`src/rtl/fwd_hazard_unit.sv`:
```
// EX-stage forwarding selects plus load-use stall and branch flush control.
// Tracks register usage of in-flight instructions in a private shadow pipe.
module fwd_hazard_unit #(
  parameter int REG_AW = 5,
  parameter int CNT_W  = 16
) (
  input  logic              clk,
  input  logic              rst_n,
  input  logic [REG_AW-1:0] rs1_d,
  input  logic [REG_AW-1:0] rs2_d,
  input  logic [REG_AW-1:0] rd_d,
  input  logic              regwrite_d,
  input  logic              load_d,
  input  logic              link_d,
  input  logic              pc_src_e,
  output logic [1:0]        fwd_a_e,
  output logic [1:0]        fwd_b_e,
  output logic              stall_f,
  output logic              stall_d,
  output logic              flush_d,
  output logic              flush_e,
  output logic [CNT_W-1:0]  stall_cnt
);

  logic [REG_AW-1:0] r_rs1_e;
  logic [REG_AW-1:0] r_rs2_e;
  logic [REG_AW-1:0] r_rd_e;
  logic              r_rw_e;
  logic              r_ld_e;
  logic              r_lk_e;
  logic [REG_AW-1:0] r_rd_m;
  logic              r_rw_m;
  logic              r_ld_m;
  logic              r_lk_m;
  logic [REG_AW-1:0] r_rd_w;
  logic              r_rw_w;
  logic [CNT_W-1:0]  r_cnt;

  logic w_lw_stall;
  logic w_pc_src;
  logic w_stall;
  logic w_flush_e;

  // MEM beats WB; a load still in MEM has no data yet
  function automatic logic [1:0] sel(
    input logic [REG_AW-1:0] rs
  );
    if (rs == '0)
      sel = 2'b00;
    else if (r_rw_m && !r_ld_m && r_rd_m == rs)
      sel = r_lk_m ? 2'b11 : 2'b10;
    else if (r_rw_w && r_rd_w == rs)
      sel = 2'b01;
    else
      sel = 2'b00;
  endfunction

  assign fwd_a_e = sel(r_rs1_e);
  assign fwd_b_e = sel(r_rs2_e);

  assign w_lw_stall = r_ld_e && r_rw_e
                   && (r_rd_e != '0)
                   && (r_rd_e == rs1_d
                    || r_rd_e == rs2_d);

  assign w_pc_src  = pc_src_e && rst_n;
  assign w_stall   = w_lw_stall && !w_pc_src;
  assign w_flush_e = w_lw_stall || w_pc_src;

  assign stall_f   = w_stall;
  assign stall_d   = w_stall;
  assign flush_d   = w_pc_src;
  assign flush_e   = w_flush_e;
  assign stall_cnt = r_cnt;

  always_ff @(posedge clk or negedge rst_n) begin
    if (!rst_n) begin
      r_rs1_e <= '0;
      r_rs2_e <= '0;
      r_rd_e  <= '0;
      r_rw_e  <= 1'b0;
      r_ld_e  <= 1'b0;
      r_lk_e  <= 1'b0;
      r_rd_m  <= '0;
      r_rw_m  <= 1'b0;
      r_ld_m  <= 1'b0;
      r_lk_m  <= 1'b0;
      r_rd_w  <= '0;
      r_rw_w  <= 1'b0;
      r_cnt   <= '0;
    end else begin
      r_rd_m <= r_rd_e;
      r_rw_m <= r_rw_e;
      r_ld_m <= r_ld_e;
      r_lk_m <= r_lk_e;
      r_rd_w <= r_rd_m;
      r_rw_w <= r_rw_m;
      if (w_flush_e) begin
        r_rs1_e <= '0;
        r_rs2_e <= '0;
        r_rd_e  <= '0;
        r_rw_e  <= 1'b0;
        r_ld_e  <= 1'b0;
        r_lk_e  <= 1'b0;
      end else begin
        r_rs1_e <= rs1_d;
        r_rs2_e <= rs2_d;
        r_rd_e  <= rd_d;
        r_rw_e  <= regwrite_d;
        r_ld_e  <= load_d;
        r_lk_e  <= link_d;
      end
      if (w_stall && r_cnt != '1)
        r_cnt <= r_cnt + 1'b1;
    end
  end

endmodule

```
`config.mk`:
```
export PLATFORM = sky130hd
export DESIGN_NAME = fwd_hazard_unit
export DESIGN_NICKNAME = d
export VERILOG_FILES = /design/src/rtl/fwd_hazard_unit.sv
export SDC_FILE = /design/constraint.sdc
export NUM_CORES = 1
export LEC_CHECK = 0
export ABC_AREA = 1
export BUFFER_PORTS_ARGS = -buffer_cell sky130_fd_sc_hd__buf_4
export CAP_MARGIN = 20
export CORE_AREA = 5 5 77 79
export CTS_CLUSTER_SIZE = 25
export DETAILED_ROUTE_END_ITERATION = 10
export DIE_AREA = 0 0 82 84
export GPL_ROUTABILITY_DRIVEN = 0
export PLACE_DENSITY = 0.73
export SYNTH_ARGS = -nofsm -noshare
export SYNTH_HDL_FRONTEND = slang
export SYNTH_SLANG_ARGS = --single-unit
```
`constraint.sdc`:
```
create_clock -name clk -period 1.6 [get_ports clk]
set_clock_uncertainty 0.15 [all_clocks]
set_input_delay 0.32 -clock clk [delete_from_list [all_inputs] [get_ports clk]]
set_output_delay 0.32 -clock clk [all_outputs]
set_load 0.01 [all_outputs]
```
==> results.md, run 1 <==
* Clock sink count at 48
* Pleak at 1.88 nW
* CP max FO at 5
* Core area at 0.00527 mm^2
* Finished Cell Area at 0.00357 mm^2
* Ant. Diodes at 0
* DP Area at 0.00320 mm^2
* First-pass GRT wire length at 10.8 mm
* FF+latch count, synth at 48
* Grt ovf at 0
* TritonCTS Buffers at 5
* H-tree depth at 2
* Synth Net Count at 339
* Reg area at 0.00121 mm^2
* Worst-path clk slew at 0.08 ns
* Pwr Density at 754 mW/mm^2
* CTS tree: done
* Yosys warns at 0
* Final ANT Viol Nets at 0
* Seq/Total Area, Yosys at 0.483
* GRT Util Overall at 0.203
* Post-synthesis cell type count at 29
* Post-synthesis cell area at 0.00249 mm^2
* Violated checks: negative setup slack
* Largest net degree at the start of global routing at 49
* Area Growth Syn to Fin at 43.8%
* Worst Path Required at 1.13 ns
* Hold Crit Endpoint: r_rd_e[2]
* Crit path buffers/inverters at 2
* Initial antenna violation count at 0
* VDD IR max at 575 uV
* Die area at 0.00689 mm^2
* Min Hold Slack at 0.0856 ns
* DR DRC count at 0
* Pins over their slew limit at 0
* Outcome: complete, but fails checks
* Avg Synthesized Cell Area at 7.84 um^2
* Length of the first detailed-routing pass in iterations at 5
* Via density at 4.96
* Setup TNS Final at -8.59 ns
* Number of core rows at 27
* Top cell type's share of synthesized area at 0.483
* PortBufs at 44
* Routed wire length at 6.60 mm
* CP startpoint kind: register
* Initial core utilization at 0.472
* Max stage delay cell, worst path: dfrtp_2
* Max-Cap Viols at 0
* DR iter-0 viols at 168
* Design Power at 2.69 mW
* Die Span Y at 84 um
* Tcrit/Tclk final at 1.28
* Share of layout cells above drive strength 1 at 0.373
* Footprint of the multi-input gates at 0.00120 mm^2
* Fin crit period at 2.04 ns
* Width of the die at 82 um
* CTS max path bufs at 2
* Worst-margin pin slew at 0.594 ns
* Final setup margin at -0.442 ns
* CP Class: reg2out
* Final Hold Fails at 0
* Kind of end point of the critical path: output pin
* Final setup vio count at 41
* Flop-to-flop setup slack at -0.29 ns
* Synth area leader: dfrtp_1
* FF-to-FF End: stall_cnt[6]
* CP cell instances: nor2_2 > nor2_2 > nor2_1 > nand3_1 > nand2_4 > nand3_4 > inv_4 > buf_6
* Fmax achieved at 490 MHz
* Clk_lat worst skew at 0.30 ns
* Worst Hold Class: in2reg
* Vias at 2415
* Startpoint of the worst hold path: rd_d[2]
* R2R cell count at 11
* Delay of the slowest critical-path stage at 0.46 ns
* Rel. slew slack at 0.604
* RSZ-0062 raised after global routing: yes
* Nets at 436
* Vias in the first global route at 2331
* Cell family with most CP delay: simple AND/OR/NAND/NOR gates
* Clock root cell: clkbuf_8
* Reg2reg start: r_rd_e[0]
* Post-DR wirelength/cell at 13.6 um
* Top post-synthesis cells by area: dfrtp_1, nand2_1, nor2_1, inv_1, xnor2_1
* Cells on Worst Hold Path at 3
* Crit path DAT at 1.57 ns
* Post-DP HPWL at 4.38 mm
* Fillers at 423
* I/O pins at 45
* Synth Instances at 317
* Most frequent CP cell: nor2_2
-- worst reg2reg max path: cells and delay by family, from the launching register on --
family,cells,cell delay (ns)
flops,1,0.46
buf+inv,2,0.33
simple gates,9,0.92
-- cell usage after synthesis --
master and count:
nor2_4 3, a31oi_1 1, o211ai_1 2, dfrtp_1 48, ha_1 1, nand2_1 104
xnor2_1 11, o2111a_1 1, nand3_2 2, o21ai_0 3, nand4_1 9, a211oi_1 2
buf_4 2, nand4_2 1, nor2_2 2, nand2_2 4, nor2_1 46, or2_2 2
buf_6 2, xor2_1 9, nor3b_1 1, clkinv_1 1, o21a_1 1, a21oi_1 1
o22ai_1 2, inv_2 5, inv_1 39, nor3_1 2, nand3_1 10
-- flip-flops by register name, summed over array words and instances (netlist names) --
register   flops
r_rw_e         1
r_lk_m         1
r_rw_m         1
r_rs2_e        5
r_rd_w         5
r_rd_e         5
r_lk_e         1
r_rd_m         5
stall_cnt     16
r_rw_w         1
r_ld_m         1
r_ld_e         1
r_rs1_e        5
-- worst max path at each step --
| stage | from | endpoint | slack [ns] | cells past startpoint |
|---|---|---|---|---|
| after global routing | r_rd_e[1] | stall_d | -0.55 | 9 |
| after CTS | r_rs1_e[2] | fwd_a_e[0] | -0.41 | 9 |
| final | r_rd_e[0] | stall_d | -0.44 | 8 |
| after detailed placement | r_rd_m[2] | fwd_a_e[1] | -0.12 | 7 |
| after floorplan | stall_cnt[1] | stall_cnt[12] | -0.02 | 10 |
| after global placement | rs2_d[0] | stall_d | -0.10 | 9 |
-- layout by cell type, fill, tap and decap left out, drive strengths merged, types with 2 or more instances in the layout --
master,synthesis,layout
o22ai,2,2
a211oi,2,2
nand2,108,108
clkbuf,0,6
xor2,9,9
nand4,10,11
nand3,12,12
o21ai,3,3
xnor2,11,11
nor3,2,2
inv,44,45
nor2,51,51
buf,4,91
dfrtp,48,48
or2,2,2
o211ai,2,2
-- logic make-up after synthesis --
logic type,synth area share
xor gates and xnor gates,0.0705
DFF,0.483
and+or+nand+nor,0.323
AOI/OAI and AO/OA,0.0352
adders and majority gates,0.00503
buffers and inverters,0.0830
-- metal layers --
layer,wire [um],vias up,track usage
met4,150,0,0.0725
met5,0,-,0
met1,2540,1142,0.247
met3,454,17,0.0443
li1,-,1172,-
met2,3460,84,0.346
-- layout make-up --
type                    count  area share
multi-input cells         221       0.336
flip-flops and latches     48       0.338
repair buffers             93       0.222
well taps                  72      0.0252
clock inverters             3      0.0119
clock buffers               5      0.0193
inverters                  45      0.0480
-- through the flow --
step / worst slack [ns] / util / cells
3_5_place_dp: -0.120 / 0.608 / 467
3_3_place_gp: -0.104 / 0.608 / 467
6_report: -0.442 / 0.678 / 487
2_1_floorplan: -0.0187 / - / 317
4_1_cts: -0.407 / 0.664 / 483
5_1_grt: -0.550 / 0.678 / 487
-- where the power goes --
group | switching [mW] | total, mW | leakage, nW | internal [mW]
logic | 0.240 | 0.487 | 1.22 | 0.247
clock network | 0.396 | 0.858 | 0.0541 | 0.462
registers | 0.0653 | 1.35 | 0.610 | 1.28
total | 0.701 | 2.69 | 1.88 | 1.99
-- repair_timing --
| action | in CTS | in global routing |
|---|---|---|
| setup endpoints to repair | 23 | 41 |
| gates cloned | 2 | 0 |
| pin swaps | 11 | 9 |
| hold buffers | 1 | 0 |
| setup buffers | 5 | 5 |
| endpoints found under the hold margin | 25 | 0 |
| resized for setup | 32 | 22 |
Note: power is estimated with default switching activity, not from simulation.
==> run 2: changes to the inputs <==
- REMOVE_ABC_BUFFERS: default -> 1
==> run 2 against run 1 <==
Effect of this change:
- the run still ends with negative setup slack left
- register-to-register slack got worse by 0.02 ns
- clock power is 16% lower
- fmax is 0.47% higher
- final cell count increased by 1.6%
- non-clock buffer count rose by 9
- critical path depth increased by 1
- first-iteration DRC count decreased by 23%
- routed wire length shrank 4.6%
- hold slack lost 0.0070 ns
- highest routed layer unchanged
==> results.md, run 2 (synthesis results as in run 1) <==
* DP Area at 0.00319 mm^2
* DR DRC count at 0
* Reg2reg start: r_rd_e[3]
* Grt ovf at 0
* FF-to-FF End: stall_cnt[9]
* Violated checks: negative setup slack
* Die area at 0.00689 mm^2
* Final setup margin at -0.433 ns
* Width of the die at 82 um
* VDD IR max at 651 uV
* Pleak at 1.91 nW
* CTS tree: done
* Largest register FFs at 16
* Worst Hold Class: in2reg
* CP max FO at 4
* Worst Path Required at 1.13 ns
* I/O pins at 45
* Fin crit period at 2.03 ns
* CTS max path bufs at 2
* Pwr Density at 712 mW/mm^2
* Fillers at 431
* Worst-path clk slew at 0.09 ns
* Worst-margin pin slew at 0.581 ns
* CP Class: reg2out
* H-tree depth at 2
* Fmax achieved at 492 MHz
* Max stage delay cell, worst path: dfrtp_1
* Commonest non-fill, non-tap cell in the layout: nand2_1
* Pre-CTS setup slack at -0.156 ns
* Flop-to-flop setup slack at -0.31 ns
* Largest net degree at the start of global routing at 49
* Share of layout cells above drive strength 1 at 0.355
* Clock root cell: clkbuf_8
* TritonCTS Buffers at 5
* Via density at 4.77
* Tcrit/Tclk final at 1.27
* Crit path DAT at 1.56 ns
* GRT Util Overall at 0.182
* RSZ-0062 raised after global routing: yes
* Clk_lat worst skew at 0.30 ns
* Die Span Y at 84 um
* Vias in the first global route at 2268
* Final setup vio count at 31
* Initial antenna violation count at 0
* First-pass GRT wire length at 9.88 mm
* Ant. Diodes at 0
* Pins over their slew limit at 0
* Finished Cell Area at 0.00359 mm^2
* CP startpoint: r_rd_e[3]
* Most frequent cells in the layout: nand2_1, buf_4, dfrtp_1
* Post-DP HPWL at 4.31 mm
* Post-DR wirelength/cell at 12.7 um
* Nets at 444
* Kind of end point of the critical path: output pin
* Routed wire length at 6.30 mm
* Initial core utilization at 0.472
* CP startpoint kind: register
* Final ANT Viol Nets at 0
* Vias at 2360
* Max-Cap Viols at 0
* Worst setup path end: flush_e
* CP cell instances: inv_2 > nand2_1 > nand2_1 > nor2_1 > nand3_1 > nand2_2 > nand2_2 > nand2_4 > buf_6
* Number of core rows at 27
* Length of the first detailed-routing pass in iterations at 4
* PortBufs at 44
* DR iter-0 viols at 129
* Core area at 0.00527 mm^2
* Rel. slew slack at 0.613
* Final Hold Fails at 0
* Area Growth Syn to Fin at 44.6%
* Outcome: complete, but fails checks
* Clock sink count at 48
* R2R cell count at 13
* Delay of the slowest critical-path stage at 0.42 ns
==> run 2: changes by cell type in the layout (fill, tap and decap cells not counted), moves of 3 or more <==
cell / change
dfrtp_2: -3
nor2_1: +8
buf_4: +6
nor2_2: -7
dfrtp_1: +3
==> run 2: worst max-delay path: cells and delay by family, from the launching register on <==
family | cells | cell delay [ns]
buffers and inverters | 2 | 0.19
DFF | 1 | 0.42
and+or+nand+nor | 7 | 0.65
==> run 2: how the worst min path moves through the flow <==
stage	slack [ns]	to	start	cells after the start
2_1_floorplan	-0.13	r_ld_e	rst_n	0
6_report	0.08	r_rd_e[0]	rd_d[0]	3
3_5_place_dp	0.20	r_lk_m	r_lk_e	0
4_1_cts	0.07	r_ld_e	load_d	3
5_1_grt	0.07	r_rd_e[0]	rd_d[0]	3
3_3_place_gp	0.19	r_lk_m	r_lk_e	0
==> run 2: stage by stage <==
stage / TNS [ns] / power, mW / instances / hold slack, ns / utilization
2_1_floorplan: -1.64 / 1.54 / 313 / -0.126 / -
3_3_place_gp: -0.496 / 1.75 / 468 / 0.188 / 0.605
3_5_place_dp: -1.27 / 1.77 / 468 / 0.205 / 0.605
4_1_cts: -5.35 / 2.52 / 486 / 0.0720 / 0.652
5_1_grt: -10.91 / 2.69 / 495 / 0.0671 / 0.682
6_report: -7.40 / 2.56 / 495 / 0.0786 / 0.682
==> run 2: cell type report <==
cell class	count	area, um^2	share of cell area
Clock inverter	3	23.8	0.00661
Timing Repair Buffer	102	900	0.250
Inverter	45	171	0.0477
Tap cell	72	90.1	0.0251
Sequential cell	48	1200	0.335
Multi-Input combinational cell	220	1140	0.316
Clock buffer	5	68.8	0.0191
==> run 2: layer usage <==
metal | global-route usage | up-vias | share of wire
met4 | 0.0604 | 0 | 0.014
met1 | 0.236 | 1116 | 0.42
met2 | 0.302 | 59 | 0.52
met5 | 0 | - | 0
li1 | - | 1179 | -
met3 | 0.0313 | 6 | 0.046
==> run 2: where the power goes <==
group	total, mW	internal, mW	leakage (nW)	switching [mW]
Clock	0.724	0.310	0.0404	0.414
Combinational	0.490	0.254	1.26	0.237
Sequential	1.34	1.28	0.614	0.0632
==> run 2: what timing repair did <==
action                                  in CTS  in global routing
hold endpoints to repair                    19                  0
hold buffers                                 1                  0
endpoints found under the setup margin      40                 41
setup buffers                                9                 10
gates cloned                                 1                  2
gates resized for setup                     18                 30
pin swaps                                   12                 20
